--- src/rtl/fpu_dispatch_if.sv ---
// Dispatch handshake between core hazard logic, the FPU sub-unit bank and the responder.
// The master side plays core plus sub-units; the responder takes the slave side.
interface fpu_dispatch_if #(
    parameter int NUM_UNITS = 4
);
    logic                      i_en_pulse;
    logic [1:0]                i_op_sel;
    logic [31:0]               i_src1;
    logic [31:0]               i_src2;
    logic [31:0]               i_src3;
    logic                      i_advance;
    logic [NUM_UNITS*32-1:0]   i_unit_result;
    logic [NUM_UNITS-1:0]      o_unit_start;
    logic [31:0]               o_unit_a;
    logic [31:0]               o_unit_b;
    logic [31:0]               o_unit_c;
    logic [31:0]               o_result;
    logic                      o_valid;
    logic                      o_busy;
    logic                      o_err_busy;
    logic                      o_err_op;

    modport master (
        output i_en_pulse, i_op_sel, i_src1, i_src2, i_src3, i_advance, i_unit_result,
        input  o_unit_start, o_unit_a, o_unit_b, o_unit_c, o_result, o_valid, o_busy,
               o_err_busy, o_err_op
    );

    modport slave (
        input  i_en_pulse, i_op_sel, i_src1, i_src2, i_src3, i_advance, i_unit_result,
        output o_unit_start, o_unit_a, o_unit_b, o_unit_c, o_result, o_valid, o_busy,
               o_err_busy, o_err_op
    );
endinterface

--- src/rtl/fpu_dispatch_responder.sv ---
// Responder for the FPU enable/valid handshake: starts a fixed-latency sub-unit, times it,
// and holds the captured result valid until exec advances the dispatching instruction.
module fpu_dispatch_responder #(
    parameter int NUM_UNITS = 4,
    parameter int LAT0      = 10,
    parameter int LAT1      = 12,
    parameter int LAT2      = 3,
    parameter int LAT3      = 4,
    parameter int CNT_W     = 5
) (
    input logic           clk,
    input logic           rst,
    fpu_dispatch_if.slave bus
);
    localparam int PAD_W = 4 * 32;

    typedef enum logic [1:0] {
        ST_IDLE = 2'd0,
        ST_RUN  = 2'd1,
        ST_DONE = 2'd2
    } state_t;

    state_t               r_state;
    logic [CNT_W-1:0]     r_cnt;
    logic [1:0]           r_sel;
    logic [NUM_UNITS-1:0] r_unit_start;
    logic [31:0]          r_unit_a;
    logic [31:0]          r_unit_b;
    logic [31:0]          r_unit_c;
    logic [31:0]          r_result;
    logic                 r_valid;
    logic                 r_busy;
    logic                 r_err_busy;
    logic                 r_err_op;

    logic [PAD_W-1:0]     w_res_pad;
    logic [31:0]          w_sel_result;
    logic                 w_op_legal;

    function automatic logic [CNT_W-1:0] lat_load(input logic [1:0] sel);
        case (sel)
            2'd0:    lat_load = CNT_W'(LAT0 - 1);
            2'd1:    lat_load = CNT_W'(LAT1 - 1);
            2'd2:    lat_load = CNT_W'(LAT2 - 1);
            2'd3:    lat_load = CNT_W'(LAT3 - 1);
            default: lat_load = {CNT_W{1'b0}};
        endcase
    endfunction

    // Zero-pad the result bus so the selector below is the same for any unit count.
    assign w_res_pad  = PAD_W'(bus.i_unit_result);
    assign w_op_legal = (3'(bus.i_op_sel) < 3'(NUM_UNITS));

    // Route the selected unit's result lane to the capture register.
    always_comb begin
        w_sel_result = 32'd0;
        case (r_sel)
            2'd0:    w_sel_result = w_res_pad[31:0];
            2'd1:    w_sel_result = w_res_pad[63:32];
            2'd2:    w_sel_result = w_res_pad[95:64];
            2'd3:    w_sel_result = w_res_pad[127:96];
            default: w_sel_result = 32'd0;
        endcase
    end

    // Dispatch FSM with all outputs registered.
    always_ff @(posedge clk) begin
        if (rst) begin
            r_state      <= ST_IDLE;
            r_cnt        <= {CNT_W{1'b0}};
            r_sel        <= 2'd0;
            r_unit_start <= {NUM_UNITS{1'b0}};
            r_unit_a     <= 32'd0;
            r_unit_b     <= 32'd0;
            r_unit_c     <= 32'd0;
            r_result     <= 32'd0;
            r_valid      <= 1'b0;
            r_busy       <= 1'b0;
            r_err_busy   <= 1'b0;
            r_err_op     <= 1'b0;
        end else begin
            r_unit_start <= {NUM_UNITS{1'b0}};
            case (r_state)
                ST_IDLE: begin
                    if (bus.i_en_pulse) begin
                        if (w_op_legal) begin
                            r_unit_a     <= bus.i_src1;
                            r_unit_b     <= bus.i_src2;
                            r_unit_c     <= bus.i_src3;
                            r_unit_start <= NUM_UNITS'(1'b1) << bus.i_op_sel;
                            r_cnt        <= lat_load(bus.i_op_sel);
                            r_sel        <= bus.i_op_sel;
                            r_busy       <= 1'b1;
                            r_state      <= ST_RUN;
                        end else begin
                            // Illegal op completes at once with a zero result so the core never hangs.
                            r_err_op <= 1'b1;
                            r_result <= 32'd0;
                            r_valid  <= 1'b1;
                            r_busy   <= 1'b1;
                            r_state  <= ST_DONE;
                        end
                    end
                end
                ST_RUN: begin
                    if (bus.i_en_pulse) begin
                        r_err_busy <= 1'b1;
                    end
                    if (r_cnt == {CNT_W{1'b0}}) begin
                        r_result <= w_sel_result;
                        r_valid  <= 1'b1;
                        r_state  <= ST_DONE;
                    end else begin
                        r_cnt <= r_cnt - CNT_W'(1'b1);
                    end
                end
                ST_DONE: begin
                    if (bus.i_en_pulse) begin
                        r_err_busy <= 1'b1;
                    end
                    // Valid stays up until the instruction leaves exec, else hazard logic re-issues.
                    if (bus.i_advance) begin
                        r_valid <= 1'b0;
                        r_busy  <= 1'b0;
                        r_state <= ST_IDLE;
                    end
                end
                default: begin
                    r_valid <= 1'b0;
                    r_busy  <= 1'b0;
                    r_state <= ST_IDLE;
                end
            endcase
        end
    end

    assign bus.o_unit_start = r_unit_start;
    assign bus.o_unit_a     = r_unit_a;
    assign bus.o_unit_b     = r_unit_b;
    assign bus.o_unit_c     = r_unit_c;
    assign bus.o_result     = r_result;
    assign bus.o_valid      = r_valid;
    assign bus.o_busy       = r_busy;
    assign bus.o_err_busy   = r_err_busy;
    assign bus.o_err_op     = r_err_op;
endmodule

--- src/flat_wrapper.sv ---
// flat-port wrapper written by rule: the top's interface ports become plain ports
module fpu_dispatch_responder_flat 
#(
    parameter int NUM_UNITS = 4,
    parameter int LAT0      = 10,
    parameter int LAT1      = 12,
    parameter int LAT2      = 3,
    parameter int LAT3      = 4,
    parameter int CNT_W     = 5
)
  (clk, rst, bus_i_en_pulse, bus_i_op_sel, bus_i_src1, bus_i_src2, bus_i_src3, bus_i_advance, bus_i_unit_result, bus_o_unit_start, bus_o_unit_a, bus_o_unit_b, bus_o_unit_c, bus_o_result, bus_o_valid, bus_o_busy, bus_o_err_busy, bus_o_err_op);
  fpu_dispatch_if #(.NUM_UNITS(NUM_UNITS)) bus_i ();
  input logic clk;
  input logic rst;
  input wire logic [$bits(bus_i.i_en_pulse)-1:0] bus_i_en_pulse;
  input wire logic [$bits(bus_i.i_op_sel)-1:0] bus_i_op_sel;
  input wire logic [$bits(bus_i.i_src1)-1:0] bus_i_src1;
  input wire logic [$bits(bus_i.i_src2)-1:0] bus_i_src2;
  input wire logic [$bits(bus_i.i_src3)-1:0] bus_i_src3;
  input wire logic [$bits(bus_i.i_advance)-1:0] bus_i_advance;
  input wire logic [$bits(bus_i.i_unit_result)-1:0] bus_i_unit_result;
  output wire logic [$bits(bus_i.o_unit_start)-1:0] bus_o_unit_start;
  output wire logic [$bits(bus_i.o_unit_a)-1:0] bus_o_unit_a;
  output wire logic [$bits(bus_i.o_unit_b)-1:0] bus_o_unit_b;
  output wire logic [$bits(bus_i.o_unit_c)-1:0] bus_o_unit_c;
  output wire logic [$bits(bus_i.o_result)-1:0] bus_o_result;
  output wire logic [$bits(bus_i.o_valid)-1:0] bus_o_valid;
  output wire logic [$bits(bus_i.o_busy)-1:0] bus_o_busy;
  output wire logic [$bits(bus_i.o_err_busy)-1:0] bus_o_err_busy;
  output wire logic [$bits(bus_i.o_err_op)-1:0] bus_o_err_op;
  assign bus_i.i_en_pulse = bus_i_en_pulse;
  assign bus_i.i_op_sel = bus_i_op_sel;
  assign bus_i.i_src1 = bus_i_src1;
  assign bus_i.i_src2 = bus_i_src2;
  assign bus_i.i_src3 = bus_i_src3;
  assign bus_i.i_advance = bus_i_advance;
  assign bus_i.i_unit_result = bus_i_unit_result;
  assign bus_o_unit_start = bus_i.o_unit_start;
  assign bus_o_unit_a = bus_i.o_unit_a;
  assign bus_o_unit_b = bus_i.o_unit_b;
  assign bus_o_unit_c = bus_i.o_unit_c;
  assign bus_o_result = bus_i.o_result;
  assign bus_o_valid = bus_i.o_valid;
  assign bus_o_busy = bus_i.o_busy;
  assign bus_o_err_busy = bus_i.o_err_busy;
  assign bus_o_err_op = bus_i.o_err_op;
  fpu_dispatch_responder #(.NUM_UNITS(NUM_UNITS), .LAT0(LAT0), .LAT1(LAT1), .LAT2(LAT2), .LAT3(LAT3), .CNT_W(CNT_W)) u_core (.clk(clk), .rst(rst), .bus(bus_i));
endmodule
--- config.mk ---
export PLATFORM = sky130hd
export DESIGN_NAME = fpu_dispatch_responder_flat
export DESIGN_NICKNAME = d
export VERILOG_FILES = /design/src/rtl/fpu_dispatch_if.sv /design/src/rtl/fpu_dispatch_responder.sv /design/src/flat_wrapper.sv
export SDC_FILE = /design/constraint.sdc
export NUM_CORES = 1
export LEC_CHECK = 0
export CAP_MARGIN = 20
export CORE_AREA = 2 2 140 142
export DETAILED_ROUTE_END_ITERATION = 10
export DIE_AREA = 0 0 142 144
export GPL_ROUTABILITY_DRIVEN = 1
export GPL_TIMING_DRIVEN = 0
export PLACE_DENSITY = 0.72
export SYNTH_ARGS = -nofsm -noshare
export SYNTH_HDL_FRONTEND = slang
export SYNTH_SLANG_ARGS = --single-unit
--- constraint.sdc ---
create_clock -name clk -period 1.45 [get_ports clk]
set_input_delay 0.2175 -clock clk [delete_from_list [all_inputs] [get_ports clk]]
set_output_delay 0.2175 -clock clk [all_outputs]
set_load 0.02 [all_outputs]
==> metrics <==
Buf/Inv on CP=2; setup TNS=-5438 ps; Critical Path Fanout Max=8; Worst setup endpoint=u_core.bus.o_result[23]; Avg Synthesized Cell Area=9.435 µm²; crit-path cells=inv_2, ha_4, or4b_4, nor2_8, clkbuf_16, a22o_1; run status=finished with violations; DRC Markers=0; Initial Utilization=0.3056; sw frac=0.3421; Ports=between 300 and 400; Crit. Startpoint=u_core.r_cnt[1]; stages on the worst setup path=6; number of synthesis warnings=0; r2r setup slk=-200 ps; post-detail-place hpwl=around 17 mm; Cells after DPL=1218; Crit Reg-Reg Startpoint=u_core.r_cnt[1]; number of global-route vias before repair=~6100; reported net switching power=about 5.4 mW; Post-Syn Area=0.005831 mm²; clk sinks=144; maxcap violations=0; Std-Cell Core Area=around 0.019 mm²; area grow syn2layout=83.45%; Logic pwr share=0.403; Slew @ Worst Pin=roughly 570 ps; clk_skew=approximately 13 ps; Vias=6104; Reg-to-Reg End=u_core.bus.o_result[23]; worst hold path type=input port to register; FMAX=605.7 MHz; failing checks=negative setup slack; P per Cell Area=approximately 1500 mW/mm²; ratio of final minimum period to clock period=1.139; CTS tree=done; LEAKAGE=4.583 nW; power consumption=15.83 mW; Final Hold Fails=0; Via density=between 4 and 5; pin count of the biggest net entering global routing=17; num rows=51; first-pass GRT wire length=33.26 mm; Final nets=about 1200; Yosys cell types=44; #FFs+latches synth=144; Setup crit start kind=register; GR Overflow Total=0; P_int=around 10 mW; Port Buf Inserts=between 300 and 400; Critical Path AT=approximately 2000 ps; GRT Total Usage=0.2135; layout cells sized above 1=0.1469; Initial DRC Count=around 230; Fillers=between 1500 and 2000; global placer's final weighted congestion=about 0.85; initial antenna violation count=1; Flop pwr share=0.320; Syn Inst Count=618; area post-placement=about 0.0098 mm²; WL final=approximately 23 mm; final setup vio count=34; slowest CP cell=or4b_4; Crit path largest cell delay=~510 ps; CTS Hold Buffers Added=0; Routed Antenna Nets=0; crit end category=register; Die Area=~0.02 mm²; ys flop type=dfxtp_1; cell family with most CP delay=simple AND/OR/NAND/NOR gates; Die Y-Extent=~140 µm; Yosys top cell area share=0.4944; part of the power in the clock network=0.277; H-tree Lvls=4; sequential fraction of the synthesis area=0.4944; drt pass-1 iters=5; CTS buffer count=17; synthesized net count=~850; Crit Path Class=register to register; relative slew slack=0.6220; clk_lat worst skew=approximately 420 ps; Clock Tree Root=clkbuf_16; Finished Layout Cells=1267; CP required=approximately 1800 ps; WL per Instance=~18 µm; chip width=142 µm; Post-Layout Inst Area=between 0.01 and 0.015 mm²; CTS Buffer Depth=2; Post-synth EDFFs=0; Post-synth ARST share=0; Period minus WS final=1651 ps; cell taking the most area after synthesis=dfxtp_1; Peak VDD IR=slightly below 0.8 mV; top cells by area, synth=dfxtp_1 (49%), nand2_1 (13%), mux4_2 (12%), a21oi_1 (8.8%), a22o_1 (4.8%); unrepaired setup endpoints after global routing=yes; slack of the critical path=-201.0 ps; max-slew violation count=0; dpl ws=-462.5 ps; r2r worst-path depth=6; CTS clk-pin slew, worst paths=roughly 60 ps
==> cell usage after synthesis, drive strengths merged, types with 2 or more instances <==
cell type and instances:
nor2b 2, buf 20, clkbuf 32, inv 6, nand3b 2, nor3 2, nor4b 2, a21oi 103
mux4 32, a31oi 3, nor3b 3, dfxtp 144, a22o 32, nand2b 7, nand2 197, ha 4
o211ai 2, mux2i 2, nor2 4
==> worst min-delay path by stage <==
stage | startpoint | cells past startpoint | slack [ps] | endpoint
finish | bus_i_en_pulse | 3 | 190 | u_core.bus.o_err_busy
global placement | u_core.bus.o_unit_a[27] | 2 | 440 | u_core.bus.o_unit_a[27]
CTS | bus_i_en_pulse | 3 | 160 | u_core.r_state[0]
global route | bus_i_en_pulse | 3 | 190 | u_core.r_state[0]
detailed placement | u_core.bus.o_unit_c[13] | 2 | 450 | u_core.bus.o_unit_c[13]
floorplan | bus_i_op_sel[1] | 1 | 290 | u_core.bus.o_unit_start[1]
==> cell families (layout without fill, tap and decap cells) <==
family                     after synthesis  after routing  synth area share
AOI/OAI and AO/OA                      149            149            0.1560
xor gates and xnor gates                 1              1          0.001502
adders and majority gates                4              4          0.008584
buffers and inverters                   58            468           0.04464
DFF                                    144            144            0.4944
muxes                                   34             34            0.1270
other                                    1              2         0.0006432
and+or+nand+nor                        227            227            0.1672
==> flip-flops by register name, summed over array words and instances, names as in the netlist <==
name	cells
u_core.r_sel	2
u_core.bus.o_busy	1
u_core.bus.o_unit_a	32
u_core.bus.o_unit_b	32
u_core.bus.o_result	32
u_core.r_state	2
u_core.bus.o_err_busy	1
u_core.bus.o_unit_c	32
u_core.r_cnt	5
u_core.bus.o_valid	1
u_core.bus.o_unit_start	4
==> repair_timing <==
| action | in CTS | in global routing |
|---|---|---|
| cloned | 1 | 2 |
| buffers inserted | 12 | 2 |
| gates resized for setup | 207 | 34 |
| pin swaps | 14 | 20 |
| endpoints found under the setup margin | 271 | 137 |
==> routing by layer <==
layer	share of wire	vias up	routed length, µm	track usage
met5	0	-	0	0
li1	-	2942	-	-
met2	0.50	287	11440	0.3776
met1	0.38	2827	8602	0.2286
met3	0.090	48	2075	0.07517
met4	0.036	0	816	0.1005
==> cells in the final DEF (no fill, tap or decap), types with 10 or more instances in the layout <==
cell type / count
clkdlybuf4s50_1: 227
nand2_1: 196
dfxtp_1: 140
dlygate4sd2_1: 135
a21oi_1: 92
mux4_2: 32
a22o_1: 32
buf_4: 21
clkbuf_16: 20
clkbuf_1: 13
buf_6: 12
a21oi_2: 10
==> per-stage QoR <==
stage / hold slack, ps / utilization
5_1_grt: 194.3 / 0.5606
3_5_place_dp: 445.7 / 0.5137
3_3_place_gp: 440.9 / 0.5137
6_report: 185.0 / 0.5606
4_1_cts: 163.4 / 0.5547
2_1_floorplan: 294.2 / -
==> power by group through the flow <==
stage / Clock (mW) / Sequential (mW) / Combinational (mW)
floorplan: 0 / 5.89 / 2.48
global placement: 0 / 5.13 / 5.89
detailed placement: 0 / 5.15 / 5.92
CTS: 4.47 / 5.06 / 6.22
global route: 4.60 / 5.15 / 6.86
finish: 4.38 / 5.07 / 6.38
==> worst register-to-register path: cells and delay by family (launching register included) <==
kind	cells	cell delay, ps
AND/OR/NAND/NOR	2	740
AO/OA/AOI/OAI	1	120
flip-flops	1	330
adder cells (fa/ha/maj)	1	140
buffers and inverters	2	270
==> layout make-up <==
class / instances / area [µm²] / share of cell area
Tap cell: 238 / 297.8 / 0.02784
Clock inverter: 12 / 135.1 / 0.01263
Sequential cell: 144 / 2893 / 0.2704
Buffer: 51 / 451.7 / 0.04223
Timing Repair Buffer: 379 / 3641 / 0.3404
Clock buffer: 20 / 456.7 / 0.04270
Multi-Input combinational cell: 416 / 2794 / 0.2612
Antenna cell: 1 / 2.502 / 0.0002339
Inverter: 6 / 25.02 / 0.002339
No activity file was read; power rests on OpenSTA's default activity.
==> RTL edit: new RTL, same flow settings <==
`CNT_W` is set to 5 in 2 places; all go to 10.
--- a/src/rtl/fpu_dispatch_responder.sv
+++ b/src/rtl/fpu_dispatch_responder.sv
@@ -6,7 +6,7 @@
     parameter int LAT1      = 12,
     parameter int LAT2      = 3,
     parameter int LAT3      = 4,
-    parameter int CNT_W     = 5
+    parameter int CNT_W     = 10
 ) (
     input logic           clk,
     input logic           rst,
--- a/src/flat_wrapper.sv
+++ b/src/flat_wrapper.sv
@@ -6,7 +6,7 @@
     parameter int LAT1      = 12,
     parameter int LAT2      = 3,
     parameter int LAT3      = 4,
-    parameter int CNT_W     = 5
+    parameter int CNT_W     = 10
 )
   (clk, rst, bus_i_en_pulse, bus_i_op_sel, bus_i_src1, bus_i_src2, bus_i_src3, bus_i_advance, bus_i_unit_result, bus_o_unit_start, bus_o_unit_a, bus_o_unit_b, bus_o_unit_c, bus_o_result, bus_o_valid, bus_o_busy, bus_o_err_busy, bus_o_err_op);
   fpu_dispatch_if #(.NUM_UNITS(NUM_UNITS)) bus_i ();
Behaviour: same outputs for any inputs over 4 cycles, from zero or initial values and one cycle with rst high; that may be too few to reach the edited logic, so the function may still have changed.
==> RTL edit against the unedited design <==
The run still ends with negative setup slack left. Highest routed layer unchanged. Non-clock buffer count up 26. Synthesized area up 5.4%. Worst hold slack better by 0.16 ns. Clock skew down 0.0041 ns. Total power up 37%. Critical endpoint is now u_core.r_cnt[9]. Design area up 16%. Sequential cell count up 5. Core utilization up 9.1 points. Fmax down 4.9%. Sequential share of layout area down 3.0 points. Wire length up 9.6%. Largest cell class unchanged. Global-route usage up 1.1 points. Setup slack worse by 0.085 ns.
==> RTL edit: results (changes against the unedited design) <==
drt:
  met2_length_um: 13300  # +16%
  drt-met1-wl_um: 9550  # +11%
  drt_iter0_markers: 227  # +0.89%
  vias: 6785  # +11%
  wire_per_inst_um: 18.1  # about the same
  route.met3.wl_um: 1430  # -31%
placed_design:
  io_buffers: 364  # +0.55%
  hpwl_um: 17600  # +1.0%
  dp_slack_ns: -0.851  # -0.388 ns
  placed_cell_area_um2: 10200  # +4.1%
setup_path:
  cp_max_fo: 4  # -4
  slowest_stage: "or4_4"
  r2r_cells: 4  # -2
  crit_arrival_ns: 2.10  # +0.09 ns
global_routing:
  use_met3_pct: 5.10  # -2.4 points
  grt_use_met2_pct: 41.0  # +3.3 points
cts:
  cts_setup_buffers: 21  # +9
  cts_resized: 310  # +50%
pwr:
  peakVddDrop_mv: 0.888  # +12%
  p_comb_mw: 11.8  # +85%
  seq_power_mw: 5.72  # +13%
yosys:
  synth-adder-area-share_pct: 1.02  # +0.16 points
  yosys-top-cells-count: "nand2_1 (267), dfxtp_1 (149), a21oi_1 (138)"
  synthCells: 716  # +16%
  synth_area_leaders: "dfxtp_1 (49%), nand2_1 (16%), mux4_2 (12%)"
  synth_nets: 951  # +12%
timing:
  setup_ws_ns: -0.286  # -0.0846 ns
  setup_violations: 99  # +190%
cells_and_area:
  layout-drive-gt1-share_pct: 31.7  # +17 points
outcome:
  violations: "negative setup slack"
  status: "finished, violations left"
==> RTL edit: changes by cell type in the layout (fill, tap and decap cells not counted), sizes merged, moves of 3 or more <==
cell,unedited run,this run
nor2,4,8
o21ai,1,6
or3,1,4
a21oi,103,138
dfxtp,144,149
a22o,32,0
clkbuf,46,54
buf,42,57
nand2b,7,4
nand2,197,267
clkinv,2,8
clkinvlp,7,3
==> RTL edit: cell type report <==
cell class                 count  area, um^2  share of cell area, %
clock buffer                  19         443                   3.56
sequential                   149        2990                   24.1
buffer                        52         588                   4.73
clock inverter                13         109                  0.876
inverter                       8        32.5                  0.262
multi-input combinational    505        3960                   31.9
timing repair buffer         404        4000                   32.2
tap                          238         298                   2.40
==> RTL edit: how the worst min path moves through the flow <==
stage	startpoint	to	slack (ns)	cells after the start
4_1_cts	bus_i_src1[20]	u_core.bus.o_unit_a[20]	0.32	3
2_1_floorplan	bus_i_op_sel[1]	u_core.bus.o_unit_start[1]	0.29	1
3_5_place_dp	u_core.bus.o_unit_a[31]	u_core.bus.o_unit_a[31]	0.45	2
6_report	bus_i_src3[3]	u_core.bus.o_unit_c[3]	0.34	3
3_3_place_gp	u_core.bus.o_valid	u_core.bus.o_valid	0.44	2
5_1_grt	bus_i_src3[6]	u_core.bus.o_unit_c[6]	0.34	3
==> RTL edit: worst min-delay path, delay by kind of cell <==
family / cells / cell delay, ns
compound gates: 1 / 0.05
simple gates: 1 / 0.06
buf+inv: 1 / 0.39
==> RTL edit: kinds of logic (layout without fill, tap and decap cells) <==
logic type      count (synthesis)  count (layout)
simple gates                  306             306
compound gates                155             155
flops                         149             149
buf+inv                        62             496
mux                            35              35
fa+ha+maj                       5               5
xor+xnor                        3               3
other cells                     1               1
